<file path="src/rtl/baby_monitoring_system.sv">
// rtl/baby_monitoring_system.sv - three-channel infant sensor threshold monitor with prioritised alert value
module baby_monitoring_system #(
  parameter logic [7:0] HR_MIN          = 8'd60,
  parameter logic [7:0] HR_MAX          = 8'd120,
  parameter logic [7:0] TEMP_MIN        = 8'd85,
  parameter logic [7:0] TEMP_MAX        = 8'd100,
  parameter int         NO_MOTION_COUNT = 1
) (
  input  logic       clk,
  input  logic       reset,
  input  logic [7:0] heartbeat_data,
  input  logic       heartbeat_valid,
  input  logic [7:0] temperature_data,
  input  logic       temperature_valid,
  input  logic [7:0] motion_data,
  input  logic       motion_valid,
  output logic [7:0] alert_data,
  output logic       heartbeat_alert,
  output logic       temperature_alert,
  output logic       motion_alert
);

  // Widened so that zero_cnt + 1 never wraps before the threshold compare.
  localparam logic [8:0] NO_MOTION_THRESH = 9'(NO_MOTION_COUNT);

  logic [7:0] hb_last_q, hb_last_d;
  logic [7:0] temp_last_q, temp_last_d;
  logic [7:0] mot_last_q, mot_last_d;
  logic [7:0] zero_cnt_q, zero_cnt_d;
  logic       hb_alert_q, hb_alert_d;
  logic       temp_alert_q, temp_alert_d;
  logic       mot_alert_q, mot_alert_d;
  logic [8:0] zero_cnt_next;

  // Per-channel next state: each channel only moves on its own valid strobe.
  always_comb begin
    hb_last_d     = hb_last_q;
    temp_last_d   = temp_last_q;
    mot_last_d    = mot_last_q;
    zero_cnt_d    = zero_cnt_q;
    hb_alert_d    = hb_alert_q;
    temp_alert_d  = temp_alert_q;
    mot_alert_d   = mot_alert_q;
    zero_cnt_next = {1'b0, zero_cnt_q} + 9'd1;

    if (heartbeat_valid) begin
      hb_last_d  = heartbeat_data;
      hb_alert_d = (heartbeat_data < HR_MIN) || (heartbeat_data > HR_MAX);
    end

    if (temperature_valid) begin
      temp_last_d  = temperature_data;
      temp_alert_d = (temperature_data < TEMP_MIN) || (temperature_data > TEMP_MAX);
    end

    if (motion_valid) begin
      mot_last_d = motion_data;
      if (motion_data == 8'd0) begin
        zero_cnt_d  = (zero_cnt_q == 8'hFF) ? 8'hFF : zero_cnt_next[7:0];
        mot_alert_d = (zero_cnt_next >= NO_MOTION_THRESH);
      end else begin
        zero_cnt_d  = 8'd0;
        mot_alert_d = 1'b0;
      end
    end
  end

  // State registers; reset wins over any sample presented in the same cycle.
  always_ff @(posedge clk) begin
    if (reset) begin
      hb_last_q    <= 8'd0;
      temp_last_q  <= 8'd0;
      mot_last_q   <= 8'd0;
      zero_cnt_q   <= 8'd0;
      hb_alert_q   <= 1'b0;
      temp_alert_q <= 1'b0;
      mot_alert_q  <= 1'b0;
    end else begin
      hb_last_q    <= hb_last_d;
      temp_last_q  <= temp_last_d;
      mot_last_q   <= mot_last_d;
      zero_cnt_q   <= zero_cnt_d;
      hb_alert_q   <= hb_alert_d;
      temp_alert_q <= temp_alert_d;
      mot_alert_q  <= mot_alert_d;
    end
  end

  assign heartbeat_alert   = hb_alert_q;
  assign temperature_alert = temp_alert_q;
  assign motion_alert      = mot_alert_q;

  // Alert value is taken from registered state only, heartbeat first.
  assign alert_data = hb_alert_q   ? hb_last_q   :
                      temp_alert_q ? temp_last_q :
                      mot_alert_q  ? mot_last_q  : 8'd0;

endmodule

</file>
<file path="config.mk">
export PLATFORM = sky130hd
export DESIGN_NAME = baby_monitoring_system
export DESIGN_NICKNAME = d
export VERILOG_FILES = /design/src/rtl/baby_monitoring_system.sv
export SDC_FILE = /design/constraint.sdc
export NUM_CORES = 1
export LEC_CHECK = 0
export ABC_AREA = 1
export ABC_CLOCK_PERIOD_IN_PS = 2300
export CORE_MARGIN = 3
export CORE_UTILIZATION = 50
export DETAILED_ROUTE_END_ITERATION = 8
export PLACE_DENSITY = 0.89
export SLEW_MARGIN = 25
export SYNTH_ARGS = -nofsm -noshare
export SYNTH_HDL_FRONTEND = slang
export SYNTH_SLANG_ARGS = --single-unit
</file>
<file path="constraint.sdc">
create_clock -name clk -period 2.3 [get_ports clk]
set_input_delay 0.69 -clock clk [delete_from_list [all_inputs] [get_ports clk]]
set_output_delay 0.69 -clock clk [all_outputs]
set_load 0.01 [all_outputs]
</file>
==> reports/qor.txt <==
Status: completed
Slew at the pin closest to its max-slew limit: 0.493 ns
DR vias/cell: 5.24
Final worst path period share: 96.4%
Area growth, synth to finish: 31.5%
Final wirelength: 4.14 mm
Avg Cell Area, Syn: 7.06 um^2
Leak: 0.881 nW
Clock insertion delay at the later pin of the skew report: 0.34 ns
CP Max Fanout: 8
Register area: 701 um^2
Post-CTS setup buffers: 0
RSZ-0062 raised after global routing: true
Tmin final: 2.22 ns
Family with the most delay on the worst path: buffers and inverters
Overall routing resource usage: 21.2%
Setup-failing EPs final: 0
Crit path depth: 6
YS warnings: 0
Fmax: 451 MHz
Clock-pin transition on the worst setup and hold timing paths: 0.10 ns
Arrival time worst endpoint: 1.53 ns
I/O Pins: 40
Setup crit start: motion_alert
CTS tree: yes
Final instance area: 2200 um^2
Antenna cells: 0
CTS Buf Count: 5
Count of final hold-check violations: 0
R2R Path End: motion_alert
Maximum VDD drop: 0.302 mV
R2R setup slack: 0.79 ns
Syn nets: 268
Max cap viols: 0
Port bufs: 39
Initial antenna violation count: 0
Net Switching: 0.000313 W
Buffers & Inverters on Critical Path: 3
Fin Clk Skew: 0.00619 ns
DRC viols: 0
Hold crit path type: register to register
Routed vias: 1729
Multi-input logic area: 858 um^2
First drt pass iteration count: 4
Largest net degree at the start of global routing: 18
Post-Synthesis Cells: 237
# hold bufs at CTS: 0
Clock power share: 27.4%
Combinational cell fraction of total power: 16.2%
Starting Density: 53.5%
Worst path cell trace: inv_1, nor2_1, buf_4, a22oi_1, o21ai_0, dlygate4sd2_1
Final-report max-slew violation count: 0
Placement Rows: 20
R2R depth: 8
Fillers: 260
TritonCTS Sinks: 35
Crit-path max cell delay: 0.36 ns
CP Class: register to primary output
Total grt overflow: 0
Distinct cells, synth: 27
Routed len/inst: 12.5 um
Post-DRT Antenna Nets: 0
Critical R2R Launch: zero_cnt_q[0]
H-tree depth: 2
Initial drt markers: 84
CP startpoint kind: register
#FFs+latches synth: 35
Layout Nets: 316
Clk root buf: clkbuf_4
Die H: 63.8 um
PwrDens: 528 nW/um^2
Part of the power in registers: 56.4%
Worst path slowest cell: dfxtp_1
Die X: 63.8 um
Crit. End Element: primary output
DIE AREA: 4080 um^2
Clk buf depth: 2
Slew margin rel.: 66.9%
Most common cell after layout, fill and taps aside: nor2_1
Crit path to: alert_data[0]
P_int: 0.000848 W
Pwr Total: 0.00116 W
Vias in the first global route: 1581
GPL Wtd Cong: 0.873
Placed inst area: 2160 um^2
Most frequent cells in the layout: nor2_1 (45), nand2_1 (38), dfxtp_1 (35), o21ai_0 (31), clkdlybuf4s50_1 (31)
First-pass GRT wire length: 6.88 mm
Switching share of total power: 26.9%
Final HPWL DP: 3.17 mm
Post-Syn Area: 1670 um^2
Core Region: 3130 um^2
Critical path data required time: 1.61 ns
Share of layout cells above drive strength 1: 10.8%
Register area share after synthesis: 41.9%
[per-layer routing]
| layer | wire (um) | vias up | track usage [%] |
|---|---|---|---|
| met3 | 227 | 7 | 5.80 |
| met4 | 66 | 0 | 8.09 |
| met2 | 1980 | 45 | 34.7 |
| met5 | 0 | - | 0 |
| met1 | 1860 | 791 | 26.2 |
| li1 | - | 886 | - |
[power groups by stage]
stage / clock, W / combinational, W / sequential [W]
2_1_floorplan: 0 / 0.0000824 / 0.000665
3_5_place_dp: 0 / 0.000194 / 0.000667
5_1_grt: 0.000352 / 0.000208 / 0.000658
3_3_place_gp: 0 / 0.000190 / 0.000666
4_1_cts: 0.000327 / 0.000188 / 0.000653
6_report: 0.000318 / 0.000189 / 0.000654
[worst min-delay path by stage]
stage                        startpoint       endpoint  slack (ns)  cells after the start
after CTS                 mot_last_q[2]  mot_last_q[2]        0.48                      2
after global routing       motion_alert   motion_alert        0.52                      2
final                     mot_last_q[2]  mot_last_q[2]        0.48                      2
after floorplan            hb_last_q[7]   hb_last_q[7]        0.44                      2
after detailed placement  mot_last_q[2]  mot_last_q[2]        0.47                      2
after global placement    mot_last_q[2]  mot_last_q[2]        0.46                      2
[synthesized netlist by cell type, drive strengths merged]
library cell | n | area share [%]
o21bai | 1 | 0.45
o21ai | 39 | 12
nand4 | 1 | 0.37
nor4 | 1 | 1.3
a31oi | 1 | 0.37
o211ai | 2 | 0.90
dfxtp | 35 | 42
buf | 2 | 0.97
nand3 | 12 | 4.2
nor3 | 3 | 0.90
ha | 2 | 1.5
a221oi | 1 | 0.52
nand2 | 38 | 8.5
a22oi | 7 | 3.1
inv | 20 | 4.6
clkbuf | 7 | 1.6
xnor2 | 2 | 1.0
a211oi | 1 | 0.45
nor2 | 47 | 11
a21oi | 15 | 4.5
[metrics by stage]
stage / setup TNS, ns / setup slack [ns] / hold slack, ns / instances / util [%]
final: 0 / 0.0835 / 0.482 / 330 / 70.3
after global routing: -0.0341 / -0.0248 / 0.521 / 330 / 70.3
after CTS: 0 / 0.0283 / 0.481 / 330 / 70.4
after detailed placement: 0 / 0.117 / 0.466 / 322 / 69.0
after global placement: 0 / 0.166 / 0.456 / 322 / 69.0
after floorplan: 0 / 0.414 / 0.438 / 237 / -
[flip-flops by register name, summed over array words and instances (netlist names)]
| register | flops |
|---|---|
| motion_alert | 1 |
| heartbeat_alert | 1 |
| zero_cnt_q | 8 |
| temperature_alert | 1 |
| temp_last_q | 8 |
| hb_last_q | 8 |
| mot_last_q | 8 |
[final cells by class]
cell class,count,share of cell area [%]
Clock inverter,3,0.683
Multi-Input combinational cell,173,39.0
Tap cell,44,2.50
Sequential cell,35,31.9
Inverter,20,3.53
Clock buffer,5,1.71
Timing Repair Buffer,50,20.7
[kinds of logic (layout without fill, tap and decap cells)]
kind of cell | count (synthesis) | in the layout | synth area share (%)
AOI/OAI and AO/OA | 67 | 67 | 22.0
xor gates and xnor gates | 2 | 2 | 1.05
adders and majority gates | 2 | 2 | 1.50
buffers and inverters | 29 | 78 | 7.18
DFF | 35 | 35 | 41.9
and+or+nand+nor | 102 | 102 | 26.4
[worst register-to-register path, delay by kind of cell (launching register included)]
family          cells  cell delay, ns
compound gates      1            0.05
flops               1            0.39
fa+ha+maj           1            0.32
simple gates        5            0.55
buf+inv             1            0.10
[repair_timing]
| item | CTS | global route |
|---|---|---|
| setup endpoints to repair | 8 | 7 |
| pin swaps | 0 | 0 |
| gates resized for setup | 8 | 13 |
Note: power is estimated with default switching activity, not from simulation.
